--- src/rtl/sync_fifo_pkg.sv ---
// sync_fifo_pkg: shared constants and helpers for the programmable sync FIFO.
// Error-flag bit positions are exported so a status-register block can
// pack overflow/underflow with the same layout as the FIFO uses internally.
package sync_fifo_pkg;

  localparam int DEFAULT_DATA_W = 32;
  localparam int DEFAULT_DEPTH  = 16;

  // Error flag vector layout
  localparam int ERR_OVERFLOW_BIT  = 0;
  localparam int ERR_UNDERFLOW_BIT = 1;
  localparam int ERR_W             = 2;

  // Occupancy counter width: must represent 0..depth inclusive
  function automatic int cnt_width(input int depth);
    return $clog2(depth) + 1;
  endfunction

endpackage

--- src/rtl/sync_fifo_prog_if.sv ---
// sync_fifo_prog_if: producer/consumer bundle for sync_fifo_prog.
// master = the user side driving requests, slave = the FIFO itself.
interface sync_fifo_prog_if
  import sync_fifo_pkg::*;
#(
  parameter int DATA_W = DEFAULT_DATA_W,
  parameter int DEPTH  = DEFAULT_DEPTH
);
  localparam int CNT_W = cnt_width(DEPTH);

  logic              clr;
  logic              wr_en;
  logic [DATA_W-1:0] data_in;
  logic              rd_en;
  logic [DATA_W-1:0] data_out;
  logic              rd_valid;
  logic [CNT_W-1:0]  count;
  logic              full;
  logic              empty;
  logic              almost_full;
  logic              almost_empty;
  logic              overflow;
  logic              underflow;

  modport master (
    output clr, wr_en, data_in, rd_en,
    input  data_out, rd_valid, count, full, empty,
           almost_full, almost_empty, overflow, underflow
  );

  modport slave (
    input  clr, wr_en, data_in, rd_en,
    output data_out, rd_valid, count, full, empty,
           almost_full, almost_empty, overflow, underflow
  );
endinterface

--- src/rtl/sync_fifo_prog_ram.sv ---
// fifo_ram: simple dual-port storage, one synchronous write port and one
// asynchronous read port. Contents are never reset.
module fifo_ram #(
  parameter int DATA_W = 32,
  parameter int DEPTH  = 16,
  localparam int AW    = $clog2(DEPTH)
) (
  input  logic              clk,
  input  logic              we,
  input  logic [AW-1:0]     waddr,
  input  logic [DATA_W-1:0] wdata,
  input  logic [AW-1:0]     raddr,
  output logic [DATA_W-1:0] rdata
);
  logic [DATA_W-1:0] mem [DEPTH];

  // Write port
  always_ff @(posedge clk) begin
    if (we) mem[waddr] <= wdata;
  end

  assign rdata = mem[raddr];
endmodule

--- src/rtl/sync_fifo_prog.sv ---
// sync_fifo_prog: single-clock FIFO with fill count, programmable
// almost-full/almost-empty, sticky overflow/underflow and synchronous flush.
// Optional build macro SYNC_FIFO_FWFT_EN selects first-word-fall-through
// reads; without it data_out is registered with a one-cycle rd_valid strobe.
module sync_fifo_prog
  import sync_fifo_pkg::*;
#(
  parameter int DATA_W    = DEFAULT_DATA_W,
  parameter int DEPTH     = DEFAULT_DEPTH,
  parameter int AF_THRESH = DEPTH - 2,
  parameter int AE_THRESH = 2
) (
  input  logic            clk,
  input  logic            rst_n,
  sync_fifo_prog_if.slave bus
);
  localparam int PTR_W = $clog2(DEPTH);
  localparam int CNT_W = cnt_width(DEPTH);

  // Pointers carry one extra wrap bit to tell full from empty
  logic [PTR_W:0]      wr_ptr_q, wr_ptr_d;
  logic [PTR_W:0]      rd_ptr_q, rd_ptr_d;
  logic [ERR_W-1:0]    err_q, err_d;
  logic                full_w, empty_w;
  logic                wr_acc, rd_acc;
  logic [CNT_W-1:0]    count_w;
  logic [DATA_W-1:0]   ram_rdata;

  assign empty_w = (wr_ptr_q == rd_ptr_q);
  assign full_w  = (wr_ptr_q[PTR_W] != rd_ptr_q[PTR_W]) &&
                   (wr_ptr_q[PTR_W-1:0] == rd_ptr_q[PTR_W-1:0]);
  assign count_w = CNT_W'(wr_ptr_q - rd_ptr_q);
  assign wr_acc  = bus.wr_en && !full_w;
  assign rd_acc  = bus.rd_en && !empty_w;

  fifo_ram #(.DATA_W(DATA_W), .DEPTH(DEPTH)) u_ram (
    .clk   (clk),
    .we    (wr_acc && !bus.clr),
    .waddr (wr_ptr_q[PTR_W-1:0]),
    .wdata (bus.data_in),
    .raddr (rd_ptr_q[PTR_W-1:0]),
    .rdata (ram_rdata)
  );

  // Next pointers and sticky error flags; clr overrides both requests
  always_comb begin
    wr_ptr_d = wr_ptr_q;
    rd_ptr_d = rd_ptr_q;
    err_d    = err_q;
    if (bus.clr) begin
      wr_ptr_d = '0;
      rd_ptr_d = '0;
      err_d    = '0;
    end else begin
      if (wr_acc) wr_ptr_d = wr_ptr_q + 1'b1;
      if (rd_acc) rd_ptr_d = rd_ptr_q + 1'b1;
      if (bus.wr_en && full_w)  err_d[ERR_OVERFLOW_BIT]  = 1'b1;
      if (bus.rd_en && empty_w) err_d[ERR_UNDERFLOW_BIT] = 1'b1;
    end
  end

  // Pointer and error flag registers
  always_ff @(posedge clk or negedge rst_n) begin
    if (!rst_n) begin
      wr_ptr_q <= '0;
      rd_ptr_q <= '0;
      err_q    <= '0;
    end else begin
      wr_ptr_q <= wr_ptr_d;
      rd_ptr_q <= rd_ptr_d;
      err_q    <= err_d;
    end
  end

`ifdef SYNC_FIFO_FWFT_EN
  // Head word is presented combinationally; rd_en only acknowledges it
  assign bus.data_out = ram_rdata;
  assign bus.rd_valid = !empty_w;
`else
  logic [DATA_W-1:0] data_out_q, data_out_d;
  logic              rd_valid_q, rd_valid_d;

  // Registered read path: capture head word on the accepting edge
  always_comb begin
    data_out_d = data_out_q;
    rd_valid_d = 1'b0;
    if (!bus.clr && rd_acc) begin
      data_out_d = ram_rdata;
      rd_valid_d = 1'b1;
    end
  end

  // Read data and valid strobe registers
  always_ff @(posedge clk or negedge rst_n) begin
    if (!rst_n) begin
      data_out_q <= '0;
      rd_valid_q <= 1'b0;
    end else begin
      data_out_q <= data_out_d;
      rd_valid_q <= rd_valid_d;
    end
  end

  assign bus.data_out = data_out_q;
  assign bus.rd_valid = rd_valid_q;
`endif

  assign bus.count        = count_w;
  assign bus.full         = full_w;
  assign bus.empty        = empty_w;
  assign bus.almost_full  = (count_w >= CNT_W'(AF_THRESH));
  assign bus.almost_empty = (count_w <= CNT_W'(AE_THRESH));
  assign bus.overflow     = err_q[ERR_OVERFLOW_BIT];
  assign bus.underflow    = err_q[ERR_UNDERFLOW_BIT];
endmodule

--- src/flat_wrapper.sv ---
// flat-port wrapper written by rule: the top's interface ports become plain ports
module sync_fifo_prog_flat import sync_fifo_pkg::*;
#(
  parameter int DATA_W    = DEFAULT_DATA_W,
  parameter int DEPTH     = DEFAULT_DEPTH,
  parameter int AF_THRESH = DEPTH - 2,
  parameter int AE_THRESH = 2
)
  (clk, rst_n, bus_clr, bus_wr_en, bus_data_in, bus_rd_en, bus_data_out, bus_rd_valid, bus_count, bus_full, bus_empty, bus_almost_full, bus_almost_empty, bus_overflow, bus_underflow);
  sync_fifo_prog_if #(.DATA_W(DATA_W), .DEPTH(DEPTH)) bus_i ();
  input  logic clk;
  input  logic rst_n;
  input wire logic [$bits(bus_i.clr)-1:0] bus_clr;
  input wire logic [$bits(bus_i.wr_en)-1:0] bus_wr_en;
  input wire logic [$bits(bus_i.data_in)-1:0] bus_data_in;
  input wire logic [$bits(bus_i.rd_en)-1:0] bus_rd_en;
  output wire logic [$bits(bus_i.data_out)-1:0] bus_data_out;
  output wire logic [$bits(bus_i.rd_valid)-1:0] bus_rd_valid;
  output wire logic [$bits(bus_i.count)-1:0] bus_count;
  output wire logic [$bits(bus_i.full)-1:0] bus_full;
  output wire logic [$bits(bus_i.empty)-1:0] bus_empty;
  output wire logic [$bits(bus_i.almost_full)-1:0] bus_almost_full;
  output wire logic [$bits(bus_i.almost_empty)-1:0] bus_almost_empty;
  output wire logic [$bits(bus_i.overflow)-1:0] bus_overflow;
  output wire logic [$bits(bus_i.underflow)-1:0] bus_underflow;
  assign bus_i.clr = bus_clr;
  assign bus_i.wr_en = bus_wr_en;
  assign bus_i.data_in = bus_data_in;
  assign bus_i.rd_en = bus_rd_en;
  assign bus_data_out = bus_i.data_out;
  assign bus_rd_valid = bus_i.rd_valid;
  assign bus_count = bus_i.count;
  assign bus_full = bus_i.full;
  assign bus_empty = bus_i.empty;
  assign bus_almost_full = bus_i.almost_full;
  assign bus_almost_empty = bus_i.almost_empty;
  assign bus_overflow = bus_i.overflow;
  assign bus_underflow = bus_i.underflow;
  sync_fifo_prog #(.DATA_W(DATA_W), .DEPTH(DEPTH), .AF_THRESH(AF_THRESH), .AE_THRESH(AE_THRESH)) u_core (.clk(clk), .rst_n(rst_n), .bus(bus_i));
endmodule
--- config.mk ---
export PLATFORM = sky130hd
export DESIGN_NAME = sync_fifo_prog_flat
export DESIGN_NICKNAME = d
export VERILOG_FILES = /design/src/rtl/sync_fifo_pkg.sv /design/src/rtl/sync_fifo_prog_if.sv /design/src/rtl/sync_fifo_prog_ram.sv /design/src/rtl/sync_fifo_prog.sv /design/src/flat_wrapper.sv
export SDC_FILE = /design/constraint.sdc
export NUM_CORES = 1
export LEC_CHECK = 0
export ABC_AREA = 1
export CAP_MARGIN = 0
export CORE_AREA = 2 2 211 213
export CTS_BUF_LIST = sky130_fd_sc_hd__clkbuf_2
export DETAILED_ROUTE_END_ITERATION = 12
export DIE_AREA = 0 0 213 215
export GPL_TIMING_DRIVEN = 0
export PLACE_DENSITY = 0.72
export SLEW_MARGIN = 20
export SYNTH_ARGS = -nofsm -noshare
export SYNTH_HDL_FRONTEND = slang
export SYNTH_SLANG_ARGS = --single-unit
--- constraint.sdc ---
create_clock -name clk -period 5.39 [get_ports clk]
set_clock_uncertainty 0.1 [all_clocks]
set_input_delay 0.539 -clock clk [delete_from_list [all_inputs] [get_ports clk]]
set_output_delay 0.539 -clock clk [all_outputs]
set_load 0.01 [all_outputs]
==> flow_summary.rst, run 1 <==
.. list-table::
   :header-rows: 1

   * - Metric
     - Value
   * - Count of buffers added by post-CTS timing repair for setup
     - 0
   * - Sequential element share of the synthesized area
     - 0.700
   * - Required time at the worst-slack endpoint
     - 4.75 ns
   * - Worst setup slack before clock tree synthesis
     - 1.00 ns
   * - Critical path's largest stage delay
     - 0.53 ns
   * - Synth-to-Final Area Change
     - 14.4%
   * - Pin count of the biggest net entering global routing
     - 46
   * - Post-synthesis net count
     - 2,273
   * - Kind of cell with the highest combined delay on the critical path
     - buffers and inverters
   * - Post-detailed-route wirelength per cell
     - 19.3 µm
   * - Post-route core utilization
     - 0.618
   * - Vias
     - 16,900
   * - Number of violations reported at the end of detailed-routing iteration 0
     - 1,872
   * - Outcome
     - complete, no violations
   * - First-pass iteration count of the detailed router
     - 6
   * - Data arrival time of the critical path
     - 4.12 ns
   * - Total buffers and inverters traversed by the critical path
     - 4
   * - Fraction of layout cells with a size suffix above 1
     - 0.145
   * - Launching element type of the critical path
     - register
   * - Kind of capture point of the worst setup path
     - output pin
   * - Count of state elements after synthesis
     - 557
   * - Final antenna-violating net count
     - 0
   * - Count of H-tree levels built during CTS
     - 4
   * - Port Buf Inserts
     - 80
   * - Die area
     - 0.0458 mm²
   * - Count of maximum capacitance violations
     - 0
   * - Min-Delay Path Depth
     - 2
   * - Total power per unit cell area
     - 367 mW/mm²
   * - Final routed wirelength across all metal layers
     - 61.5 mm
   * - Synth warnings
     - 0
   * - Total GRT Usage
     - 0.273
   * - Max clock buf depth
     - 3
   * - Upper clock frequency limit
     - 0.210 GHz
   * - Ports placed on the boundary
     - 81
   * - Critical path class
     - register to output pin
   * - Worst path cell trace
     - buf_2, clkinv_1, clkbuf_1, ha_1, a21oi_1, nand2_1, xor2_1, nand3_1, nand2_1, clkdlybuf4s50_1
   * - Master of the slowest instance on the critical path
     - sky130_fd_sc_hd__clkdlybuf4s50_1
   * - Final estimated routing congestion in global placement
     - 0.826
   * - Lkg Pwr
     - 11.7 nW
   * - Die H
     - 215 µm
   * - Avg Vias per Cell
     - 5.30
   * - Setup repair after global routing missed its margin
     - no
   * - Remaining global-route overflow
     - 0
   * - Most common cell after layout, fill and taps aside
     - sky130_fd_sc_hd__nand2_1
   * - Final HPWL DP
     - 40.5 mm
   * - Worst slew margin relative to its limit
     - 0.365
   * - Vias in the first global route
     - 16,600
   * - Rows
     - 77
   * - Transition time of the tightest slew-check pin
     - 0.952 ns
   * - Wire length of the first global-routing pass
     - 93.0 mm
   * - Die boundary width
     - 213 µm
   * - Avg Inst Size Synth
     - 10.6 µm²
   * - Insertion delay of the later-clocked pin in the worst-skew pair
     - 1.10 ns
   * - Most frequent cells in the layout
     - 862 x sky130_fd_sc_hd__nand2_1, 512 x sky130_fd_sc_hd__edfxtp_1, 297 x sky130_fd_sc_hd__nand3_1, 272 x sky130_fd_sc_hd__inv_1, 229 x sky130_fd_sc_hd__clkbuf_2
   * - Placeable core region
     - 0.0436 mm²
   * - Cell repeated most along the worst path
     - sky130_fd_sc_hd__nand2_1
   * - Crit-path max FO
     - 10
   * - Layout net count
     - 2,524
   * - Final setup slack of the worst path
     - 0.632 ns
   * - Clock tree from TritonCTS
     - yes
   * - DRC violations left
     - 0
   * - Share of the cycle needed by the critical path after routing
     - 0.883
   * - Effective utilization at floorplan
     - 0.540
   * - Register clock-pin slew on the reported worst setup and hold paths
     - 0.10 ns
   * - Final-layout setup total negative slack
     - 0 ns
   * - Total count of max-transition violations in the final report
     - 0
   * - Total setup violations reported at the end of the flow
     - 0
   * - Worst VDD drop
     - 0.177 mV
   * - Stages on the worst setup path
     - 10
   * - Final-layout fill cell count
     - 3,526
   * - Clock tree root driver cell
     - sky130_fd_sc_hd__clkbuf_2
   * - Instance count of the mapped netlist
     - 2,226
   * - Final hold violation count
     - 0
   * - Total power
     - 9.90 mW
   * - Initial antenna violation count
     - 1
   * - Hold Crit Class
     - input port to register
   * - Sink count of the clock tree
     - 557
   * - Post-synth cell types
     - 26
   * - Netlist area before placement
     - 0.0236 mm²
   * - Post-layout min period
     - 4.76 ns
   * - Clock buffer count from CTS
     - 139
   * - R2R depth
     - 13
==> final timing paths <==
check	startpoint	endpoint	slack, ns
max reg2reg	u_core.rd_ptr_q[2]	u_core.u_ram.mem[11][19]	0.95
min	bus_clr	u_core.err_q[1]	0.09
min in group asynchronous	rst_n	u_core.bus.data_out[17]	0.47
max	u_core.rd_ptr_q[2]	bus_almost_full	0.63
max in group asynchronous	rst_n	u_core.bus.data_out[31]	4.40
min reg2reg	u_core.err_q[1]	u_core.err_q[1]	0.42
==> final cells by class <==
cell class,count,area (µm²),area share
Inverter,277,1040,0.0385
Timing Repair Buffer,110,1300,0.0481
Multi-Input combinational cell,1284,5590,0.207
Buffer,108,568,0.0211
Tap cell,592,741,0.0275
Clock inverter,23,90.1,0.00334
Antenna cell,1,2.50,0.0000928
Clock buffer,229,1150,0.0425
Sequential cell,557,16500,0.612
==> Yosys cell counts <==
library cell | instances | area [µm²]
sky130_fd_sc_hd__nand2_1 | 862 | 3240
sky130_fd_sc_hd__edfxtp_1 | 512 | 15400
sky130_fd_sc_hd__nand3_1 | 297 | 1490
sky130_fd_sc_hd__inv_1 | 272 | 1020
sky130_fd_sc_hd__buf_2 | 52 | 260
sky130_fd_sc_hd__nor2_1 | 51 | 191
sky130_fd_sc_hd__dfrtp_1 | 45 | 1130
sky130_fd_sc_hd__clkbuf_1 | 32 | 120
sky130_fd_sc_hd__a21oi_2 | 20 | 175
sky130_fd_sc_hd__a21oi_1 | 17 | 85.1
sky130_fd_sc_hd__buf_4 | 14 | 105
sky130_fd_sc_hd__ha_1 | 9 | 113
sky130_fd_sc_hd__o21ai_0 | 9 | 45.0
sky130_fd_sc_hd__buf_6 | 6 | 67.6
sky130_fd_sc_hd__nor3_1 | 6 | 30.0
sky130_fd_sc_hd__xor2_1 | 5 | 43.8
sky130_fd_sc_hd__buf_1 | 4 | 15.0
sky130_fd_sc_hd__clkinv_1 | 3 | 11.3
sky130_fd_sc_hd__inv_2 | 2 | 7.51
sky130_fd_sc_hd__xnor2_1 | 2 | 17.5
sky130_fd_sc_hd__fa_1 | 1 | 20.0
sky130_fd_sc_hd__nand2_2 | 1 | 6.26
sky130_fd_sc_hd__nand3_2 | 1 | 10.0
sky130_fd_sc_hd__nand4_1 | 1 | 6.26
sky130_fd_sc_hd__nor2_2 | 1 | 6.26
sky130_fd_sc_hd__o31ai_1 | 1 | 7.51
==> worst reg2reg max path: stages, from the launching register on <==
cell                       delay, ns
sky130_fd_sc_hd__dfrtp_1        0.33
sky130_fd_sc_hd__buf_2          0.30
sky130_fd_sc_hd__clkinv_1       0.40
sky130_fd_sc_hd__clkbuf_1       0.42
sky130_fd_sc_hd__ha_1           0.47
sky130_fd_sc_hd__nand2_1        0.09
sky130_fd_sc_hd__nor2_1         0.06
sky130_fd_sc_hd__nand2_1        0.11
sky130_fd_sc_hd__nand2_1        0.20
sky130_fd_sc_hd__nor2_2         0.28
sky130_fd_sc_hd__inv_1          0.18
sky130_fd_sc_hd__nor3_2         0.62
sky130_fd_sc_hd__buf_4          0.32
sky130_fd_sc_hd__buf_4          0.22
==> state kept, by name, indices dropped and copies added (netlist names) <==
signal	cells
u_core.bus.data_out	32
u_core.bus.rd_valid	1
u_core.err_q	2
u_core.rd_ptr_q	5
u_core.u_ram.mem	512
u_core.wr_ptr_q	5
==> power by group <==
part	internal, mW	total, mW	switching, mW
clock	1.10	2.76	1.65
combinational	0.775	2.19	1.42
sequential	4.86	4.95	0.0914
total	6.74	9.90	3.16
==> through the flow <==
stage	std cells	cell area, µm²	hold slack [ns]
finish	3181	27000	0.0903
global route	3181	27000	0.0607
CTS	3180	27000	0.0411
detailed placement	2923	25700	0.415
global placement	2898	25100	0.410
floorplan	2226	23600	0.143
==> kinds of logic (layout without fill, tap and decap cells) <==
family                   count (synthesis)  count (layout)  share of synthesized area
adder cells (fa/ha/maj)                 10              10                    0.00562
AND/OR/NAND/NOR                       1220            1220                      0.211
other                                    0               1                          0
flip-flops                             557             557                      0.700
AO/OA/AOI/OAI                           47              47                     0.0133
buffers and inverters                  385             747                     0.0682
XOR/XNOR                                 7               7                    0.00260
==> routing by layer <==
| metal | up-vias | global-route usage | wire length [µm] |
|---|---|---|---|
| met5 | - | 0 | 0 |
| met4 | 0 | 0.109 | 1700 |
| met3 | 126 | 0.0529 | 5760 |
| met2 | 901 | 0.441 | 29700 |
| met1 | 7990 | 0.367 | 24400 |
| li1 | 7841 | - | - |
==> timing repair <==
| item | 4_1_cts | 5_1_grt |
|---|---|---|
| gates resized for setup | 0 | 0 |
| hold endpoints to repair | 47 | 0 |
| hold buffers | 5 | 0 |
Note: power is estimated with default switching activity, not from simulation.
==> inputs of run 2 (changes only) <==
--- a/config.mk
+++ b/config.mk
@@ -7,12 +7,12 @@
 export LEC_CHECK = 0
 export ABC_AREA = 1
 export CAP_MARGIN = 0
-export CORE_AREA = 2 2 211 213
+export CORE_AREA = 2 2 235 237
 export CTS_BUF_LIST = sky130_fd_sc_hd__clkbuf_2
 export DETAILED_ROUTE_END_ITERATION = 12
-export DIE_AREA = 0 0 213 215
+export DIE_AREA = 0 0 237 239
 export GPL_TIMING_DRIVEN = 0
-export PLACE_DENSITY = 0.72
+export REMOVE_ABC_BUFFERS = 1
 export SLEW_MARGIN = 20
 export SYNTH_ARGS = -nofsm -noshare
 export SYNTH_HDL_FRONTEND = slang
==> flow_summary.rst, run 2 (synthesized netlist as in run 1, its figures left out) <==
.. list-table::
   :header-rows: 1

   * - Metric
     - Value
   * - Sink count of the clock tree
     - 557 (unchanged)
   * - Final estimated routing congestion in global placement
     - 0.735 (-11%)
   * - First-pass iteration count of the detailed router
     - 5 (-1)
   * - Hold Crit Class
     - input port to register
   * - Required time at the worst-slack endpoint
     - 4.75 ns (about the same)
   * - Die boundary width
     - 237 µm (+11%)
   * - DRC violations left
     - 0 (unchanged)
   * - Placeable core region
     - 0.0543 mm² (+25%)
   * - Launching element type of the critical path
     - register
   * - Worst slew margin relative to its limit
     - 0.485 (+0.119)
   * - Final-layout setup total negative slack
     - 0 ns (unchanged)
   * - Outcome
     - complete, no violations
   * - Register ranked first by flip-flop count
     - u_core.u_ram.mem
   * - Number of gates given a new drive strength after cts
     - 0 (unchanged)
   * - Critical path class
     - register to output pin
   * - Hold-fix buffers, CTS
     - 8 (+3)
   * - Vias in the first global route
     - 15,400 (-7.4%)
   * - Number of violations reported at the end of detailed-routing iteration 0
     - 1,204 (-36%)
   * - Die H
     - 239 µm (+11%)
   * - Most frequent cells in the layout
     - 862 x sky130_fd_sc_hd__nand2_1, 512 x sky130_fd_sc_hd__edfxtp_1, 297 x sky130_fd_sc_hd__nand3_1, 271 x sky130_fd_sc_hd__inv_1, 217 x sky130_fd_sc_hd__clkbuf_2
   * - Lkg Pwr
     - 11.7 nW (about the same)
   * - Worst VDD drop
     - 0.174 mV (-2.1%)
   * - Total GRT Usage
     - 0.202 (-0.0714)
   * - Clock tree from TritonCTS
     - yes
   * - Effective utilization at floorplan
     - 0.434 (-0.106)
   * - Count of buffers added by post-CTS timing repair for setup
     - 0 (unchanged)
   * - Standard cell area after detailed placement
     - 0.0260 mm² (+1.3%)
   * - Total count of max-transition violations in the final report
     - 0 (unchanged)
   * - Pin count of the biggest net entering global routing
     - 127 (+180%)
   * - Die area
     - 0.0566 mm² (+24%)
   * - Count of H-tree levels built during CTS
     - 4 (unchanged)
   * - Final HPWL DP
     - 33.4 mm (-17%)
   * - Vias
     - 16,000 (-5.3%)
   * - Most common cell after layout, fill and taps aside
     - sky130_fd_sc_hd__nand2_1
   * - Wire length of the first global-routing pass
     - 86.6 mm (-6.9%)
   * - Ports placed on the boundary
     - 81 (unchanged)
   * - Insertion delay of the later-clocked pin in the worst-skew pair
     - 1.11 ns (about the same)
   * - Rows
     - 86 (+12%)
   * - Setup repair after global routing missed its margin
     - no
   * - Final antenna-violating net count
     - 0 (unchanged)
   * - Total power
     - 9.83 mW (-0.70%)
   * - R2R Setup Slk
     - 0.78 ns (-0.17 ns)
   * - Crit-path max FO
     - 37 (+27)
   * - Final hold violation count
     - 0 (unchanged)
   * - Post-layout min period
     - 5.17 ns (+0.408 ns)
   * - Kind of capture point of the worst setup path
     - output pin
   * - Final routed wirelength across all metal layers
     - 56.4 mm (-8.3%)
   * - Post-route cell area
     - 0.0274 mm² (+1.7%)
   * - Transition time of the tightest slew-check pin
     - 0.773 ns (-0.179 ns)
   * - Layout net count
     - 2,452 (-2.9%)
   * - Post-detailed-route wirelength per cell
     - 17.5 µm (-9.4%)
   * - Max clock buf depth
     - 3 (unchanged)
   * - Total power per unit cell area
     - 358 mW/mm² (-2.3%)
   * - Clock tree root driver cell
     - sky130_fd_sc_hd__clkbuf_2
   * - Data arrival time of the critical path
     - 4.53 ns (+0.41 ns)
   * - Initial antenna violation count
     - 2 (+1)
   * - Total setup violations reported at the end of the flow
     - 0 (unchanged)
   * - Clock buffer count from CTS
     - 141 (+1.4%)
   * - Count of maximum capacitance violations
     - 0 (unchanged)
   * - Synth-to-Final Area Change
     - 16.3%
   * - Final-layout fill cell count
     - 4,776 (+35%)
   * - Fraction of layout cells with a size suffix above 1
     - 0.136 (-0.00885)
   * - Remaining global-route overflow
     - 0 (unchanged)
   * - Port Buf Inserts
     - 80 (unchanged)
   * - Share of the cycle needed by the critical path after routing
     - 0.958 (+0.0757)
   * - Avg Vias per Cell
     - 4.96 (-6.4%)
   * - Register clock-pin slew on the reported worst setup and hold paths
     - 0.11 ns (about the same)
   * - Upper clock frequency limit
     - 0.194 GHz (-7.9%)
   * - Number of flip-flops under the largest register name
     - 512 (unchanged)
[run 2: cell count changes in the layout (fill, tap and decap cells not counted), sizes merged, moves of 2 or more]
cell         before  now
inv             280  282
buf             103   58
clkbuf          261  217
bufinv            0    4
clkinv           19   24
dlygate4sd3       4    7
[run 2: layer usage]
layer  vias up  wire, µm  global-route usage
li1       7710         -                   -
met1      7697     24600               0.264
met2       467     27500               0.336
met3        87      3140              0.0385
met4         2      1110              0.0771
met5         -        14                   0
[run 2: critical path: stages (launching register included)]
cell,delay (ns)
sky130_fd_sc_hd__dfrtp_4,0.94
sky130_fd_sc_hd__clkinv_2,0.59
sky130_fd_sc_hd__buf_12,0.36
sky130_fd_sc_hd__ha_1,0.36
sky130_fd_sc_hd__a21oi_1,0.15
sky130_fd_sc_hd__nand2_1,0.07
sky130_fd_sc_hd__xor2_1,0.21
sky130_fd_sc_hd__nand3_1,0.10
sky130_fd_sc_hd__nand2_1,0.07
sky130_fd_sc_hd__clkdlybuf4s50_1,0.53
[run 2: path summary, 6_finish.rpt]
path                                   startpoint                  endpoint  cells after the start
setup / recovery               u_core.rd_ptr_q[2]           bus_almost_full                      9
hold / removal                    bus_data_in[13]  u_core.u_ram.mem[15][13]                      1
setup reg to reg               u_core.rd_ptr_q[2]  u_core.u_ram.mem[14][30]                     12
hold reg to reg            u_core.bus.data_out[2]    u_core.bus.data_out[2]                      4
max in group asynchronous                   rst_n    u_core.bus.data_out[4]                      4
min in group asynchronous                   rst_n    u_core.bus.data_out[3]                      4
[run 2: power by group]
group | total [mW] | switching [mW] | internal, mW
sequential | 4.99 | 0.133 | 4.86
combinational | 1.93 | 1.17 | 0.762
clock | 2.91 | 1.65 | 1.26
total | 9.83 | 2.95 | 6.88
[run 2: layout make-up]
cell class	instances	area (µm²)	area share
antenna	1	2.50	0.0000912
clock buffer	217	1090	0.0396
clock inverter	35	250	0.00912
inverter	277	1060	0.0386
multi-input combinational	1284	5610	0.204
sequential	557	16500	0.602
tap	704	881	0.0321
timing repair buffer	144	2030	0.0741
[run 2: stage by stage]
step / worst slack, ns / utilization / hold WS (ns) / cells
floorplan: -3.49 / - / 0.143 / 2118
global placement: -13.95 / 0.455 / 0.406 / 2902
detailed placement: 0.869 / 0.478 / 0.383 / 2958
CTS: 0.159 / 0.505 / 0.115 / 3218
global route: 0.0288 / 0.505 / 0.184 / 3219
finish: 0.224 / 0.505 / 0.226 / 3219
==> inputs of run 3 (changes only) <==
--- a/config.mk
+++ b/config.mk
@@ -7,13 +7,14 @@
 export LEC_CHECK = 0
 export ABC_AREA = 1
 export CAP_MARGIN = 0
-export CORE_AREA = 2 2 235 237
+export CORE_AREA = 2 2 239 241
 export CTS_BUF_LIST = sky130_fd_sc_hd__clkbuf_2
 export DETAILED_ROUTE_END_ITERATION = 12
-export DIE_AREA = 0 0 237 239
+export DIE_AREA = 0 0 241 243
 export GPL_TIMING_DRIVEN = 0
 export REMOVE_ABC_BUFFERS = 1
 export SLEW_MARGIN = 20
 export SYNTH_ARGS = -nofsm -noshare
 export SYNTH_HDL_FRONTEND = slang
+export SYNTH_HIERARCHICAL = 1
 export SYNTH_SLANG_ARGS = --single-unit
==> flow_summary.rst, run 3 <==
.. list-table::
   :header-rows: 1

   * - Metric
     - Value
   * - Outcome
     - complete, no violations
   * - Total power per unit cell area
     - 353 mW/mm² (-1.6%)
   * - Count of buffers added by post-CTS timing repair for setup
     - 0 (unchanged)
   * - Launching element type of the critical path
     - register
   * - Instance count of the mapped netlist
     - 2,367 (+6.3%)
   * - Count of maximum capacitance violations
     - 0 (unchanged)
   * - Synth-to-Final Area Change
     - 16.6%
   * - Most used DFF post-synth
     - sky130_fd_sc_hd__edfxtp_1
   * - Register clock-pin slew on the reported worst setup and hold paths
     - 0.09 ns (-0.02 ns)
   * - Register ranked first by flip-flop count
     - u_core/u_ram/mem
   * - Final hold violation count
     - 0 (unchanged)
   * - Placeable core region
     - 0.0560 mm² (+3.0%)
   * - Vias in the first global route
     - 16,500 (+7.1%)
   * - Cell types with the highest counts after synthesis
     - 787 x sky130_fd_sc_hd__nand2_1, 512 x sky130_fd_sc_hd__edfxtp_1, 405 x sky130_fd_sc_hd__inv_1, 405 x sky130_fd_sc_hd__nand3_1, 49 x sky130_fd_sc_hd__buf_2
   * - Wire length of the first global-routing pass
     - 95.3 mm (+10%)
   * - Ports placed on the boundary
     - 81 (unchanged)
   * - Crit-path max FO
     - 38 (+2.7%)
   * - Port Buf Inserts
     - 80 (unchanged)
   * - Share of the cycle needed by the critical path after routing
     - 0.891 (-0.0671)
   * - Total power
     - 10.0 mW (+2.0%)
   * - Effective utilization at floorplan
     - 0.436 (+0.00154)
   * - Vias
     - 17,200 (+7.5%)
   * - Lkg Pwr
     - 12.3 nW (+5.2%)
   * - Sink count of the clock tree
     - 557 (unchanged)
   * - Most common cell after layout, fill and taps aside
     - sky130_fd_sc_hd__nand2_1
   * - Most area-hungry cell type in the Yosys netlist
     - sky130_fd_sc_hd__edfxtp_1
   * - R2R Setup Slk
     - 1.29 ns (+0.51 ns)
   * - Total GRT Usage
     - 0.219 (+0.0165)
   * - Synth warnings
     - 6 (+6)
   * - Pin count of the biggest net entering global routing
     - 130 (+2.4%)
   * - Final estimated routing congestion in global placement
     - 0.727 (-1.1%)
   * - Total count of max-transition violations in the final report
     - 0 (unchanged)
   * - Number of violations reported at the end of detailed-routing iteration 0
     - 1,618 (+34%)
   * - Count of state elements after synthesis
     - 557 (unchanged)
   * - Clock tree from TritonCTS
     - yes
   * - Clock buffer count from CTS
     - 145 (+2.8%)
   * - Final routed wirelength across all metal layers
     - 62.4 mm (+11%)
   * - Avg Inst Size Synth
     - 10.3 µm² (-2.8%)
   * - Most numerous cell in the Yosys netlist
     - sky130_fd_sc_hd__nand2_1
   * - Remaining global-route overflow
     - 0 (unchanged)
   * - Number of enable-type register cells in the synthesized netlist
     - 512 (unchanged)
   * - Initial antenna violation count
     - 3 (+1)
   * - Sequential element share of the synthesized area
     - 0.677 (-0.0226)
   * - Post-route core utilization
     - 0.508 (+0.00317)
   * - Post-synth cell types
     - 25 (-3.8%)
   * - Area share of the largest cell type after synthesis
     - 0.631 (-0.0210)
   * - Most area-consuming cells after synthesis
     - sky130_fd_sc_hd__edfxtp_1 63%, sky130_fd_sc_hd__nand2_1 12%, sky130_fd_sc_hd__nand3_1 8.3%, sky130_fd_sc_hd__inv_1 6.2%, sky130_fd_sc_hd__dfrtp_1 4.6%
   * - Count of H-tree levels built during CTS
     - 4 (unchanged)
   * - Final antenna-violating net count
     - 0 (unchanged)
   * - Die boundary width
     - 241 µm (+1.7%)
   * - Die H
     - 243 µm (+1.7%)
   * - Hold Crit Class
     - input port to async pin
   * - Setup repair after global routing missed its margin
     - no
   * - Launch instance of the worst register-to-register path
     - u_core/rd_ptr_q[3]
   * - Endpoint of the worst-slack reg-to-reg timing path
     - u_core/u_ram/mem[7][21]
   * - Most frequent cells in the layout
     - 787 x sky130_fd_sc_hd__nand2_1, 512 x sky130_fd_sc_hd__edfxtp_1, 405 x sky130_fd_sc_hd__nand3_1, 402 x sky130_fd_sc_hd__inv_1, 216 x sky130_fd_sc_hd__clkbuf_2
   * - Master of the slowest instance on the critical path
     - sky130_fd_sc_hd__dfrtp_4
   * - Final HPWL DP
     - 34.8 mm (+4.1%)
   * - Critical path class
     - register to output pin
   * - Data arrival time of the critical path
     - 4.17 ns (-0.36 ns)
   * - Critical path's largest stage delay
     - 0.92 ns (-0.02 ns)
   * - Worst slew margin relative to its limit
     - 0.411 (-0.0735)
   * - Transition time of the tightest slew-check pin
     - 0.883 ns (+0.110 ns)
   * - Post-layout min period
     - 4.80 ns (-0.362 ns)
   * - R2R depth
     - 11 (-1)
   * - Die area
     - 0.0586 mm² (+3.4%)
   * - Post-detailed-route wirelength per cell
     - 18.2 µm (+3.9%)
   * - Avg Vias per Cell
     - 5.01 (+1.0%)
   * - Max clock buf depth
     - 3 (unchanged)
   * - Worst path cell trace
     - inv_1, ha_1, nand2_1, nor2_2, nand2_4, inv_1, clkdlybuf4s50_1
   * - Layout net count
     - 2,601 (+6.1%)
   * - Rows
     - 87 (+1.2%)
   * - Clock tree root driver cell
     - sky130_fd_sc_hd__clkbuf_2
   * - Worst VDD drop
     - 0.195 mV (+12%)
   * - Cell repeated most along the worst path
     - sky130_fd_sc_hd__inv_1
   * - Netlist area before placement
     - 0.0244 mm² (+3.3%)
   * - DRC violations left
     - 0 (unchanged)
   * - Kind of capture point of the worst setup path
     - output pin
   * - Upper clock frequency limit
     - 0.208 GHz (+7.5%)
   * - Fraction of layout cells with a size suffix above 1
     - 0.117 (-0.0199)
   * - First-pass iteration count of the detailed router
     - 5 (unchanged)
   * - Insertion delay of the later-clocked pin in the worst-skew pair
     - 1.29 ns (+0.18 ns)
   * - Required time at the worst-slack endpoint
     - 4.75 ns (about the same)
   * - Number of flip-flops under the largest register name
     - 512 (unchanged)
   * - Proportion of register bits with asynchronous set or reset after synthesis
     - 0.0808 (unchanged)
   * - Total setup violations reported at the end of the flow
     - 0 (unchanged)
==> run 3: changes by cell type in the layout (fill, tap and decap cells not counted), sizes merged, moves of 8 or more <==
| cell | previous run | this run |
|---|---|---|
| o21ai | 9 | 0 |
| a21oi | 37 | 4 |
| dlygate4sd3 | 7 | 38 |
| nor2 | 52 | 27 |
| nand2 | 863 | 790 |
| clkinv | 24 | 32 |
| inv | 282 | 415 |
| nand4 | 1 | 40 |
| nand3 | 298 | 406 |
| buf | 58 | 49 |
==> run 3: how the worst max path moves through the flow <==
stage | start | to | slack [ns]
after floorplan | u_core/rd_ptr_q[0] | u_core/bus.data_out[30] | -2.37
after global placement | u_core/rd_ptr_q[0] | u_core/bus.data_out[30] | -9.54
after detailed placement | u_core/rd_ptr_q[3] | u_core/u_ram/mem[14][28] | 1.40
after CTS | u_core/rd_ptr_q[3] | bus_empty | 0.41
after global routing | u_core/rd_ptr_q[3] | bus_empty | 0.30
final | u_core/rd_ptr_q[3] | bus_empty | 0.59
==> run 3: metal layers <==
metal  GRT usage  wire (µm)
met1       0.297      27100
met2       0.338      28800
met3      0.0583       5260
met4      0.0766       1280
met5           0         13
==> run 3: what timing repair did <==
action	CTS	global route
hold endpoints to repair	577	0
hold buffers	39	0
resized for setup	0	0
==> run 3: stage by stage <==
| stage | setup TNS (ns) | std cells | instance area, µm² | hold WS, ns | setup slack (ns) |
|---|---|---|---|---|---|
| after floorplan | -1162.62 | 2245 | 23600 | 0.143 | -2.37 |
| final | 0 | 3427 | 28400 | 0.242 | 0.586 |
| after global routing | 0 | 3427 | 28400 | 0.0927 | 0.301 |
| after CTS | 0 | 3425 | 28400 | 0.0533 | 0.405 |
| after detailed placement | 0 | 3127 | 26700 | 0.357 | 1.40 |
| after global placement | -4163.95 | 3081 | 25300 | 0.358 | -9.54 |
==> run 3: logic make-up after synthesis <==
| logic type | count (synthesis) | share of synthesized area |
|---|---|---|
| and+or+nand+nor | 1265 | 0.221 |
| DFF | 557 | 0.677 |
| buffers and inverters | 531 | 0.0960 |
| adders and majority gates | 7 | 0.00390 |
| AOI/OAI and AO/OA | 4 | 0.000821 |
| xor gates and xnor gates | 3 | 0.00108 |
==> run 3: where the power goes <==
group          switching [mW]  internal, mW
Sequential              0.107          4.86
Clock                    1.70          1.26
Combinational            1.30         0.798
==> run 3: final cells by class <==
type | instances | area [µm²]
Multi-Input combinational cell | 1279 | 5650
Inverter | 409 | 1560
Clock inverter | 43 | 274
Antenna cell | 2 | 5.00
Timing Repair Buffer | 165 | 2380
Clock buffer | 216 | 1080
Sequential cell | 557 | 16500
Fill cell | 4992 | 27500
Tap cell | 756 | 946
==> run 3: critical path, delay by kind of cell, from the launching register on <==
family                     cells  cell delay (ns)
buffers and inverters          3             0.91
and+or+nand+nor                3             0.65
DFF                            1             0.92
adders and majority gates      1             0.39
